**src/rtl/mem_received_msg_tx_pkg.sv**
```systemverilog
// rtl/mem_received_msg_tx_pkg.sv - UART status-message constants shared with the RX decoder
package mem_received_msg_tx_pkg;

  localparam int         MSG_ADDR_WIDTH   = 8;
  localparam int         MSG_DATA_WIDTH   = 16;
  localparam logic [7:0] MSG_HDR_WRONG    = 8'h05;
  localparam logic [7:0] MSG_HDR_REPLACED = 8'h06;
  localparam logic [7:0] MSG_HDR_OVERRUN  = 8'h07;

  typedef logic [7:0] msg_byte_t;

  // Whole bytes needed to carry a field; the spare MSBs are zero-padded.
  function automatic int payload_bytes(input int field_width);
    return (field_width + 7) / 8;
  endfunction

endpackage

```
**src/rtl/uart_msg_serializer.sv**
```systemverilog
// rtl/uart_msg_serializer.sv - header plus N-byte payload streamer on a valid/ready byte port
module uart_msg_serializer
  import mem_received_msg_tx_pkg::*;
#(
  parameter int FIELD_WIDTH = 24
) (
  input  logic                   clk,
  input  logic                   reset,
  input  logic                   load,
  input  logic [7:0]             load_hdr,
  input  logic                   hdr_only,
  input  logic [FIELD_WIDTH-1:0] field,
  input  logic                   tx_ready,
  output logic [7:0]             tx_data,
  output logic                   tx_valid,
  output logic                   done
);

  localparam int PAYLOAD_BYTES = payload_bytes(FIELD_WIDTH);
  localparam int PW            = 8 * PAYLOAD_BYTES;
  localparam int CTR_W         = (PAYLOAD_BYTES > 1) ? $clog2(PAYLOAD_BYTES) : 1;
  localparam logic [CTR_W-1:0] LAST_IDX = CTR_W'(PAYLOAD_BYTES - 1);

  logic             in_hdr;
  logic             hdr_only_q;
  logic [CTR_W-1:0] byte_ctr;
  logic [PW-1:0]    shift_q;
  logic [PW-1:0]    padded;
  logic             xfer;
  logic             last;

  always_comb begin
    padded = '0;
    padded[FIELD_WIDTH-1:0] = field;
  end

  // field is only sampled at the header transfer, so it may be registered by the caller on load.
  assign xfer = tx_valid && tx_ready;
  assign last = in_hdr ? hdr_only_q : (byte_ctr == LAST_IDX);
  assign done = xfer && last;

  always_ff @(posedge clk or posedge reset) begin
    if (reset) begin
      tx_valid   <= 1'b0;
      tx_data    <= '0;
      in_hdr     <= 1'b0;
      hdr_only_q <= 1'b0;
      byte_ctr   <= '0;
      shift_q    <= '0;
    end else if (load) begin
      tx_valid   <= 1'b1;
      tx_data    <= load_hdr;
      in_hdr     <= 1'b1;
      hdr_only_q <= hdr_only;
      byte_ctr   <= '0;
    end else if (xfer) begin
      in_hdr <= 1'b0;
      if (last) begin
        tx_valid <= 1'b0;
      end else if (in_hdr) begin
        tx_data  <= padded[PW-1 -: 8];
        shift_q  <= padded << 8;
        byte_ctr <= '0;
      end else begin
        tx_data  <= shift_q[PW-1 -: 8];
        shift_q  <= shift_q << 8;
        byte_ctr <= byte_ctr + CTR_W'(1);
      end
    end
  end

endmodule

```
**src/rtl/mem_received_msg_tx.sv**
```systemverilog
// rtl/mem_received_msg_tx.sv - received-number report to UART message transmitter; option OVERRUN_REPORT_EN
module mem_received_msg_tx
  import mem_received_msg_tx_pkg::*;
#(
  parameter int         ADDR_WIDTH   = MSG_ADDR_WIDTH,
  parameter int         DATA_WIDTH   = MSG_DATA_WIDTH,
  parameter logic [7:0] HDR_WRONG    = MSG_HDR_WRONG,
  parameter logic [7:0] HDR_REPLACED = MSG_HDR_REPLACED,
  parameter logic [7:0] HDR_OVERRUN  = MSG_HDR_OVERRUN
) (
  input  logic                           clk,
  input  logic                           reset,
  input  logic [ADDR_WIDTH+DATA_WIDTH-1:0] mem_received_num,
  input  logic                           mem_received_replaced,
  input  logic                           mem_received_valid,
  input  logic                           mem_received_overrun,
  output logic                           mem_received_ack,
  output logic [7:0]                     tx_data,
  output logic                           tx_valid,
  input  logic                           tx_ready,
  output logic                           busy
);

  localparam int NUM_W = ADDR_WIDTH + DATA_WIDTH;

  localparam logic [1:0] ST_IDLE    = 2'd0;
  localparam logic [1:0] ST_HEADER  = 2'd1;
  localparam logic [1:0] ST_PAYLOAD = 2'd2;
`ifdef OVERRUN_REPORT_EN
  localparam logic [1:0] ST_OVERRUN = 2'd3;
`endif

  logic [1:0]       state;
  logic [1:0]       state_d;
  logic [NUM_W-1:0] num_q;
  logic             ack_q;
  logic             take_ovr;
  logic             capture;
  logic             load;
  logic [7:0]       load_hdr;
  logic             ser_done;

`ifdef OVERRUN_REPORT_EN
  logic ovr_q;
  logic pending_ovr;
  logic ovr_rise;

  assign ovr_rise = mem_received_overrun && !ovr_q;
  assign take_ovr = (state == ST_IDLE) && pending_ovr;

  // A fresh edge wins over the clear so an overrun during the 07 byte is reported again.
  always_ff @(posedge clk or posedge reset) begin
    if (reset) begin
      ovr_q       <= 1'b0;
      pending_ovr <= 1'b0;
    end else begin
      ovr_q <= mem_received_overrun;
      if (ovr_rise)
        pending_ovr <= 1'b1;
      else if ((state == ST_OVERRUN) && ser_done)
        pending_ovr <= 1'b0;
    end
  end
`else
  logic unused_ovr;
  assign unused_ovr = mem_received_overrun;
  assign take_ovr   = 1'b0;
`endif

  assign capture  = (state == ST_IDLE) && !take_ovr && mem_received_valid;
  assign load     = capture || take_ovr;
  assign load_hdr = take_ovr ? HDR_OVERRUN :
                    (mem_received_replaced ? HDR_REPLACED : HDR_WRONG);

  always_comb begin
    state_d = state;
    case (state)
      ST_IDLE:    if (capture) state_d = ST_HEADER;
      ST_HEADER:  if (tx_valid && tx_ready) state_d = ST_PAYLOAD;
      ST_PAYLOAD: if (ser_done) state_d = ST_IDLE;
      default:    if (ser_done) state_d = ST_IDLE;
    endcase
`ifdef OVERRUN_REPORT_EN
    if (take_ovr) state_d = ST_OVERRUN;
`endif
  end

  always_ff @(posedge clk or posedge reset) begin
    if (reset) begin
      state <= ST_IDLE;
      ack_q <= 1'b0;
      num_q <= '0;
    end else begin
      state <= state_d;
      ack_q <= capture;
      if (capture) num_q <= mem_received_num;
    end
  end

  uart_msg_serializer #(
    .FIELD_WIDTH(NUM_W)
  ) u_serializer (
    .clk      (clk),
    .reset    (reset),
    .load     (load),
    .load_hdr (load_hdr),
    .hdr_only (take_ovr),
    .field    (num_q),
    .tx_ready (tx_ready),
    .tx_data  (tx_data),
    .tx_valid (tx_valid),
    .done     (ser_done)
  );

  assign mem_received_ack = ack_q;
  assign busy             = (state != ST_IDLE);

endmodule

```
**config.mk**
```make
export PLATFORM = sky130hd
export DESIGN_NAME = mem_received_msg_tx
export DESIGN_NICKNAME = d
export VERILOG_FILES = /design/src/rtl/mem_received_msg_tx_pkg.sv /design/src/rtl/uart_msg_serializer.sv /design/src/rtl/mem_received_msg_tx.sv
export SDC_FILE = /design/constraint.sdc
export NUM_CORES = 1
export LEC_CHECK = 0
export BUFFER_PORTS_ARGS = -buffer_cell sky130_fd_sc_hd__buf_2
export CELL_PAD_IN_SITES_DETAIL_PLACEMENT = 1
export CELL_PAD_IN_SITES_GLOBAL_PLACEMENT = 2
export CORE_ASPECT_RATIO = 1.2
export CORE_UTILIZATION = 37
export DETAILED_ROUTE_END_ITERATION = 10
export PLACE_DENSITY = 0.82
export SYNTH_ARGS = -nofsm -noshare
export SYNTH_HDL_FRONTEND = slang
export SYNTH_SLANG_ARGS = --single-unit
```
**constraint.sdc**
```tcl
create_clock -name clk -period 2.5 [get_ports clk]
set_input_delay 0.375 -clock clk [delete_from_list [all_inputs] [get_ports clk]]
set_output_delay 0.375 -clock clk [all_outputs]
set_load 0.01 [all_outputs]
```
==> results by group, run 1 <==
Clocking
  • Clk buf depth: 2
  • CTS tree: built
  • Clock transition at path regs: 90 ps
  • H-tree Lvls: 2
  • Clock sink count: between 50 and 60
  • Clk root buf: clkbuf_8
  • Num CTS Buffers: 5
  • Latest clock arrival within the worst-skew pair: 300 ps
  • CTS Hold Buffers Added: 0
  • Post-CTS setup buffer count: 0
  • Post-cts resize count: 0

Yosys
  • Sequential area share after synthesis: between 50% and 60%
  • Cell taking the most area after synthesis: dfrtp_1
  • Yosys top cell area share: between 50% and 60%
  • Avg Cell Area, Syn: between 9 and 10 µm²
  • Area of the mapped netlist: around 2500 µm²
  • Syn Nets: around 280
  • YS warnings: 0
  • Mapped Cells: 250
  • Seq cells post-synth: 55
  • Dominant cells by area after synthesis: dfrtp_1, nand2_1, mux2i_1, a21oi_1, o21ai_0
  • Netlist cell types: 30

GRT
  • Largest net degree at the start of global routing: 56
  • First-pass GRT wire length: 9020 µm
  • Antenna violations before repair: 0
  • Total track usage: between 15 and 20%
  • Number of global-route vias before repair: 1859
  • Grt ovf: 0

Floorplanning
  • Initial Utilization: 38.3%
  • Die area: 6970 µm²
  • Core box area: around 6400 µm²
  • Top Ports: between 40 and 50
  • Row cnt: 32
  • Die H: ~90 µm
  • Die width: 76.4 µm

STA
  • Final worst-path cycle share: around 75%
  • Pins Over Slew Limit: 0
  • Final Hold Viols: 0
  • Unrepaired setup endpoints after global routing: no
  • Final setup vio count: 0
  • F_max: between 500 and 600 MHz
  • Minimum clock period: approximately 1900 ps
  • Setup TNS Final: 0 ps
  • Max_slew headroom: about 50%
  • Worst Max-Slew Pin Slew: about 750 ps
  • Final setup skew: about 5.3 ps
  • Hold_ws: 99.9 ps

Route
  • Routed WL: about 5000 µm
  • Initial DRC Count: 105
  • Drt first pass iters: 4
  • Residual DRC count: 0
  • Vias per inst: between 4 and 5
  • ANT nets after route: 0
  • Per-cell routed wire length: about 14 µm
  • Via count of the routed design: 1800

Power and ir drop
  • Max IR drop VDD: 461 µV
  • Int Power: between 0.0015 and 0.002 W
  • Pwr Density: about 1100 nW/µm²
  • Clock group share of total power: roughly 14%
  • Logic pwr share: a little over a third
  • Sequential cell fraction of total power: approximately half
  • Leak Pwr: 1.30 nW
  • Switching share of power: 37.5%
  • Total power: 0.00313 W
  • Switch Pwr: approximately 0.0012 W

Worst setup path
  • Req. time, crit path: roughly 2700 ps
  • R2r setup slk: 640 ps
  • Setup crit start kind: register
  • Worst reg2reg path startpoint: u_serializer.byte_ctr[0]
  • Arr. time, crit path: just over 2000 ps
  • FF-to-FF path depth: 5
  • Crit path kind: reg2reg
  • Reg-to-reg endpoint: u_serializer.tx_data[7]
  • Worst-path fanout max: 9
  • Critical Path End Type: register

Finish
  • Final #Nets: ~310
  • Share of layout cells above drive strength 1: between 10% and 20%
  • Diode count: 0
  • Synthesis-to-layout area growth: 10.9%

Hold path
  • Hold Path Class: in2async

Status
  • Status: completed

Placement
  • Routability Congestion: approximately 0.68
  • Input/output buffers: 39
  • HPWL after detailed placement: roughly 3200 µm

Run
  • Max-cap violation count: 0
-- flip-flops by register name, indices dropped and copies added, names as in the netlist --
name	count
mem_received_ack	1
num_q	24
state	2
u_serializer.byte_ctr	2
u_serializer.in_hdr	1
u_serializer.shift_q	16
u_serializer.tx_data	8
u_serializer.tx_valid	1
-- per-stage QoR --
stage / cells / worst slack (ps) / utilization, % / area, µm²
after detailed placement: 358 / 595 / 41.3 / 2650
after global routing: 364 / 381 / 42.5 / 2720
after global placement: 358 / 636 / 41.3 / 2650
final: 364 / 637 / 42.5 / 2720
after floorplan: 250 / 782 / - / 2450
after CTS: 364 / 583 / 42.5 / 2720
-- power groups by stage --
stage	sequential, W	combinational [W]	clock, W
detailed placement	0.00158	0.00114	0
finish	0.00155	0.00113	0.000444
global route	0.00161	0.00131	0.000503
CTS	0.00156	0.00115	0.000465
global placement	0.00156	0.00111	0
floorplan	0.00153	0.000900	0
-- layer usage --
layer  up-vias  GRT usage [%]  part of all wire [%]
met4         0           4.33                   1.1
met3         7           4.02                   3.0
li1        895              -                     -
met1       869           21.0                    45
met5         -              0                     0
met2        29           27.9                    51
-- final cells by class --
cell class	instances	area (µm²)
repair buffers	43	238
inverters	12	50.0
well taps	85	106
flip-flops and latches	55	1380
clock buffers	6	72.6
fillers	765	3680
multi-input cells	163	878
-- worst max-delay path: stages, from the launching register on --
cell and delay (ps):
dfrtp_1 390, inv_1 60, ha_1 200, nor2b_1 600, nor2_1 250, a211oi_1 260
-- worst max-delay path by stage --
stage	startpoint	endpoint	slack (ps)	depth (start not counted)
final	u_serializer.byte_ctr[0]	u_serializer.tx_data[7]	640	5
after detailed placement	mem_received_valid	u_serializer.shift_q[15]	600	5
after global placement	mem_received_valid	u_serializer.shift_q[13]	640	5
after CTS	u_serializer.byte_ctr[0]	u_serializer.tx_data[7]	580	5
after floorplan	reset	mem_received_ack	780	1
after global routing	u_serializer.byte_ctr[0]	u_serializer.tx_data[5]	380	5
-- Yosys cell counts --
library cell	instances
nand2_1	77
nor2b_1	3
buf_6	3
and2_1	1
nor2_1	1
ha_1	1
o21ai_1	2
buf_2	5
clkbuf_1	7
or4_1	2
inv_1	11
or3b_1	1
o311ai_0	1
or2_2	1
buf_4	2
nor3_4	1
nand2b_1	2
buf_8	2
o31ai_1	3
a31oi_1	8
dfrtp_1	55
a21o_1	1
a2111oi_0	2
nand4_1	8
o21ai_0	11
mux2i_1	14
buf_12	1
a211oi_1	5
clkinv_4	1
a21oi_1	18
-- cells in the final DEF, fill, tap and decap left out --
master	Yosys	layout
buf_4	2	3
clkbuf_8	0	5
ha_1	1	1
nor3_4	1	1
or4_1	2	2
o21ai_1	2	2
clkbuf_1	7	1
a21oi_1	18	18
and2_1	1	1
nand2_1	77	77
o31ai_1	3	3
nor2_1	1	1
dfrtp_1	55	55
o21ai_0	11	11
a21o_1	1	1
nand2b_1	2	2
inv_1	11	10
or2_2	1	1
nor2b_1	3	3
a2111oi_0	2	2
mux2i_1	14	14
or3b_1	1	1
inv_2	0	1
buf_2	5	39
nand4_1	8	8
a31oi_1	8	8
a211oi_1	5	5
clkinv_4	1	1
o311ai_0	1	1
buf_12	1	1
-- logic make-up after synthesis --
family          count (synthesis)  share of synthesized area [%]
compound gates                 51                           12.2
fa+ha+maj                       1                          0.510
buf+inv                        32                           8.15
flops                          55                           56.1
mux                            14                           5.71
simple gates                   97                           17.4
Power figures use the tool's default switching activity.
==> inputs of run 2 (changes only) <==
CORE_UTILIZATION = 34   (was 37)
PLACE_DENSITY = 0.76   (was 0.82)
clock period = 1.9 ns   (was 2.5 ns; I/O delays follow)
==> run 2 against run 1 <==
First-iteration DRC count decreased by 32%. Sequential cell count unchanged. Largest power group unchanged. Largest cell class unchanged. Non-clock buffer count is 6 higher.
==> results by group, run 2 (synthesized netlist as in run 1, its figures left out) <==
Worst setup path
  • Crit path buf inv count: 3 (+2)
  • Critical Path Sink: u_serializer.shift_q[14]
  • Levels on crit path: 7 (+2)
  • R2r setup slk: 240 ps (-400 ps)
  • Top cell by count, worst path: buf_4
  • Crit path largest cell delay: 400 ps (-200 ps)
  • Worst-path fanout max: 16 (+7)
  • Req. time, crit path: 2120 ps (-590 ps)
  • Worst path cell trace: inv_1 > ha_1 > nor2b_1 > buf_4 > nor3_4 > buf_4 > o21ai_0
  • CP max-delay cell: dfrtp_1
  • Crit path kind: reg2reg
  • Reg-to-reg endpoint: u_serializer.shift_q[14]
  • Setup crit start kind: register
  • Worst reg2reg path startpoint: u_serializer.byte_ctr[0]
  • Delay-heaviest family, CP: buffers and inverters
  • Arr. time, crit path: 1890 ps (-180 ps)
  • Critical Path End Type: register
  • Critical path startpoint: u_serializer.byte_ctr[0]
  • FF-to-FF path depth: 7 (+2)

Route
  • Vias per inst: 4.90 (-0.95%)
  • Initial DRC Count: 71 (-32%)
  • Via count of the routed design: 1827 (+1.5%)
  • Routed WL: 5350 µm (+4.4%)
  • Drt first pass iters: 4 (unchanged)
  • ANT nets after route: 0 (unchanged)
  • Residual DRC count: 0 (unchanged)
  • Per-cell routed wire length: 14.3 µm (+1.9%)

GRT
  • Total track usage: 16.2% (-0.29 points)
  • Largest net degree at the start of global routing: 56 (unchanged)
  • Antenna violations before repair: 0 (unchanged)
  • First-pass GRT wire length: 9500 µm (+5.4%)
  • Grt ovf: 0 (unchanged)
  • Number of global-route vias before repair: 1999 (+7.5%)

STA
  • F_max: 601 MHz (+12%)
  • Worst Max-Slew Pin Slew: 512 ps (-235 ps)
  • Unrepaired setup endpoints after global routing: no
  • Minimum clock period: 1660 ps (-200 ps)
  • Setup TNS Final: 0 ps (unchanged)
  • Final worst-path cycle share: 87.5% (+13 points)
  • Pins Over Slew Limit: 0 (unchanged)
  • Final setup vio count: 0 (unchanged)
  • Setup ws final: 237 ps (-400 ps)
  • Max_slew headroom: 65.9% (+16 points)
  • Final setup skew: 6.59 ps (+1.31 ps)
  • Hold_ws: 14.4 ps (-85.6 ps)
  • Final Hold Viols: 0 (unchanged)

Finish
  • Diode count: 0 (unchanged)
  • Most common cell after layout, fill and taps aside: nand2_1
  • Top Registers: num_q x24, u_serializer.shift_q x16, u_serializer.tx_data x8
  • Synthesis-to-layout area growth: 14.2%
  • Largest Register: num_q
  • Fillers: 802 (+4.8%)
  • Most frequent cells in the layout: nand2_1, dfrtp_1, buf_2
  • Final #Nets: 317 (+1.9%)
  • Design Area, Final: 2800 µm² (+3.0%)
  • Share of layout cells above drive strength 1: 21.0% (+2.3 points)
  • Max reg flops: 24 (unchanged)

Floorplanning
  • Core box area: 6900 µm² (+7.6%)
  • Row cnt: 33 (+3.1%)
  • Initial Utilization: 35.6% (-2.7 points)
  • Die width: 79.6 µm (+4.2%)
  • Die H: 95.1 µm (+4.2%)
  • Die area: 7570 µm² (+8.6%)
  • Top Ports: 41 (unchanged)

Clocking
  • Clk buf depth: 2 (unchanged)
  • Clock transition at path regs: 90 ps (about the same)
  • Clock sink count: 55 (unchanged)
  • Post-CTS setup buffer count: 0 (unchanged)
  • Clk root buf: clkbuf_8
  • Latest clock arrival within the worst-skew pair: 300 ps (about the same)
  • Post-cts resize count: 0 (unchanged)
  • CTS Hold Buffers Added: 0 (unchanged)
  • CTS tree: built
  • H-tree Lvls: 2 (unchanged)
  • Num CTS Buffers: 5 (unchanged)

Placement
  • Routability Congestion: 0.688 (+1.0%)
  • Input/output buffers: 39 (unchanged)
  • Post-place instance area: 2700 µm² (+1.8%)
  • Worst slack, placed: 232 ps (-363 ps)
  • HPWL after detailed placement: 3640 µm (+12%)

Power and ir drop
  • Max IR drop VDD: 504 µV (+9.4%)
  • Pwr Density: 1550 nW/µm² (+35%)
  • Leak Pwr: 1.35 nW (+3.3%)

Run
  • Max-cap violation count: 0 (unchanged)

Hold path
  • Hold Path Class: in2async

Status
  • Status: completed
-- run 2: power by group --
group | internal (W) | leakage, nW | switching (W)
clock network | 0.000386 | 0.0502 | 0.000367
logic | 0.000649 | 0.612 | 0.000878
registers | 0.00172 | 0.683 | 0.000340
total | 0.00275 | 1.35 | 0.00158
-- run 2: how the worst min path moves through the flow --
stage	to	from	cells after the start
after floorplan	num_q[0]	mem_received_num[0]	2
after global placement	num_q[7]	reset	3
after CTS	num_q[21]	reset	3
final	num_q[7]	reset	3
after global routing	num_q[7]	reset	3
after detailed placement	num_q[7]	reset	3
-- run 2: final cells by class --
cell class,instances,area [µm²],share of cell area [%]
clock inverters,2,37.5,1.34
multi-input cells,163,878,31.3
flip-flops and latches,55,1380,49.1
inverters,12,50.0,1.79
well taps,87,109,3.88
repair buffers,49,283,10.1
clock buffers,5,68.8,2.46
-- run 2: layer usage --
layer / vias to the layer above / part of all wire [%] / wire length [µm] / track usage (%)
li1: 905 / - / - / -
met1: 895 / 45 / 2420 / 19.5
met2: 25 / 52 / 2760 / 29.1
met3: 2 / 2.6 / 141 / 3.16
met4: 0 / 0.60 / 32 / 4.55
met5: - / 0 / 0 / 0
-- run 2: metrics by stage --
stage / total power (W) / std cells / util (%)
after global placement: 0.00359 / 366 / 39.1
after floorplan: 0.00320 / 250 / -
final: 0.00434 / 373 / 40.6
after CTS: 0.00442 / 373 / 40.6
after global routing: 0.00471 / 373 / 40.6
after detailed placement: 0.00365 / 366 / 39.1
-- run 2: worst reg2reg max path, stage by stage, from the launching register on --
cell     delay, ps
dfrtp_1        400
inv_1           60
ha_1           190
nor2b_1        310
buf_4          210
nor3_4          50
buf_4          210
o21ai_0        170
==> inputs of run 3 (changes only) <==
==> constraint.sdc (replaced) <==
create_clock -name clk -period 1.9 [get_ports clk]
set_input_delay 0.19 -clock clk [delete_from_list [all_inputs] [get_ports clk]]
set_output_delay 0.19 -clock clk [all_outputs]
set_load 0.01 [all_outputs]
==> run 3 against run 2 <==
Die area is the same. Non-clock buffer count unchanged. Sequential power barely moved. Sequential share of layout area up 0.33 points. Critical path depth unchanged. Count of clock-buffer cells in the layout up 1. Largest cell class unchanged.
==> results by group, run 3 (synthesized netlist as in run 1, its figures left out) <==
Route
  • Residual DRC count: 0 (unchanged)
  • Drt first pass iters: 4 (unchanged)
  • Initial DRC Count: 69 (-2.8%)
  • Via count of the routed design: 1822 (-0.27%)
  • ANT nets after route: 0 (unchanged)
  • Per-cell routed wire length: 13.9 µm (-2.8%)
  • Vias per inst: 4.90 (about the same)
  • Routed WL: 5180 µm (-3.1%)

Finish
  • Fillers: 810 (+1.0%)
  • Synthesis-to-layout area growth: 13.4%
  • Final core utilization: 40.4% (-0.27 points)
  • Most common cell after layout, fill and taps aside: nand2_1
  • Diode count: 0 (unchanged)
  • Most frequent cells in the layout: nand2_1, dfrtp_1, buf_2
  • Final #Nets: 317 (unchanged)
  • Largest Register: num_q
  • Max reg flops: 24 (unchanged)
  • Top Registers: num_q x24, u_serializer.shift_q x16, u_serializer.tx_data x8
  • Share of layout cells above drive strength 1: 20.0% (-0.98 points)

Worst setup path
  • Top cell by count, worst path: buf_4
  • Critical Path End Type: register
  • CP max-delay cell: dfrtp_1
  • Worst-path fanout max: 16 (unchanged)
  • Arr. time, crit path: 1880 ps (about the same)
  • Worst path cell trace: inv_1 > ha_1 > nor2b_1 > buf_4 > nor3_4 > buf_4 > o21ai_0
  • Req. time, crit path: 2130 ps (about the same)
  • Crit path kind: reg2reg
  • Crit path largest cell delay: 400 ps (about the same)
  • Setup crit start kind: register

Clocking
  • H-tree Lvls: 2 (unchanged)
  • Post-CTS setup buffer count: 0 (unchanged)
  • Clk buf depth: 2 (unchanged)
  • CTS tree: built
  • Post-cts resize count: 0 (unchanged)
  • Latest clock arrival within the worst-skew pair: 300 ps (about the same)
  • Clock transition at path regs: 90 ps (about the same)
  • Clock sink count: 55 (unchanged)
  • Clk root buf: clkbuf_8
  • Num CTS Buffers: 5 (unchanged)

Placement
  • Input/output buffers: 39 (unchanged)
  • HPWL after detailed placement: 3390 µm (-6.7%)
  • Routability Congestion: 0.682 (-0.83%)

Run
  • Max-cap violation count: 0 (unchanged)

Floorplanning
  • Die H: 95.1 µm (unchanged)
  • Die area: 7570 µm² (unchanged)
  • Initial Utilization: 35.6% (unchanged)
  • Core box area: 6900 µm² (unchanged)
  • Top Ports: 41 (unchanged)
  • Row cnt: 33 (unchanged)
  • Die width: 79.6 µm (unchanged)

Power and ir drop
  • Pwr Density: 1500 nW/µm² (-3.1%)
  • Max IR drop VDD: 440 µV (-13%)
  • Leak Pwr: 1.33 nW (-0.78%)

GRT
  • Number of global-route vias before repair: 1882 (-5.9%)
  • Largest net degree at the start of global routing: 56 (unchanged)
  • First-pass GRT wire length: 9050 µm (-4.7%)
  • Antenna violations before repair: 0 (unchanged)
  • Total track usage: 15.6% (-0.57 points)
  • Grt ovf: 0 (unchanged)

STA
  • Pins Over Slew Limit: 0 (unchanged)
  • Unrepaired setup endpoints after global routing: no
  • Final Hold Viols: 0 (unchanged)
  • Final setup skew: 6.52 ps (-0.0720 ps)
  • Minimum clock period: 1660 ps (-7.04 ps)
  • Worst Max-Slew Pin Slew: 511 ps (-0.355 ps)
  • Final setup vio count: 0 (unchanged)
  • Final worst-path cycle share: 87.1% (-0.37 points)
  • Setup TNS Final: 0 ps (unchanged)
  • Max_slew headroom: 65.9% (about the same)
  • F_max: 604 MHz (+0.43%)

Status
  • Status: completed

Hold path
  • Hold Path Class: in2reg
-- run 3: changes by cell type in the layout (fill, tap and decap cells not counted) --
cell and change:
bufinv_16 -1, clkinvlp_4 -1, buf_4 -2, clkbuf_1 +1
buf_12 +1, dlygate4sd3_1 +1
-- run 3: final cells by class --
type / count / area (µm²) / area share [%]
Timing Repair Buffer: 49 / 298 / 10.7
Sequential cell: 55 / 1380 / 49.4
Inverter: 12 / 50.0 / 1.80
Clock buffer: 6 / 72.6 / 2.61
Multi-Input combinational cell: 163 / 878 / 31.6
Tap cell: 87 / 109 / 3.91
-- run 3: critical path, delay by kind of cell, from the launching register on --
kind / cells / cell delay (ps)
flops: 1 / 400
buf+inv: 3 / 470
simple gates: 2 / 350
fa+ha+maj: 1 / 180
compound gates: 1 / 150
-- run 3: timing repair --
action                                  CTS  global route
hold buffers                              1             0
endpoints found under the setup margin    0             0
hold endpoints to repair                 55             0
-- run 3: stage by stage --
step                      cells  setup slack (ps)  power (W)  hold slack [ps]  instance area (µm²)
final                       372               244    0.00417             70.6                 2780
after global placement      365               306    0.00359              270                 2700
after global routing        372              53.2    0.00457             62.3                 2780
after detailed placement    365               250    0.00365              270                 2700
after CTS                   372               208    0.00426             62.5                 2780
after floorplan             250               367    0.00320              295                 2450
-- run 3: report_power, final --
part	total [W]	switching, W	internal [W]
Combinational	0.00154	0.000883	0.000661
Clock	0.000591	0.000345	0.000247
Sequential	0.00204	0.000319	0.00172
-- run 3: layer usage --
metal	up-vias	global-route usage, %	wire length (µm)
li1	909	-	-
met1	880	19.6	2390
met2	26	26.6	2560
met3	7	3.16	155
met4	0	5.45	77
met5	-	0	0
-- run 3: path summary, 6_finish.rpt --
check,startpoint,to,slack [ps],cells past startpoint
min,mem_received_num[6],num_q[6],70,3
min reg2reg,num_q[4],num_q[4],480,2
min in group asynchronous,reset,num_q[18],470,4
max in group asynchronous,reset,u_serializer.tx_data[6],1170,4
max,u_serializer.byte_ctr[0],u_serializer.shift_q[12],240,7
max reg2reg,u_serializer.byte_ctr[0],u_serializer.shift_q[12],240,7
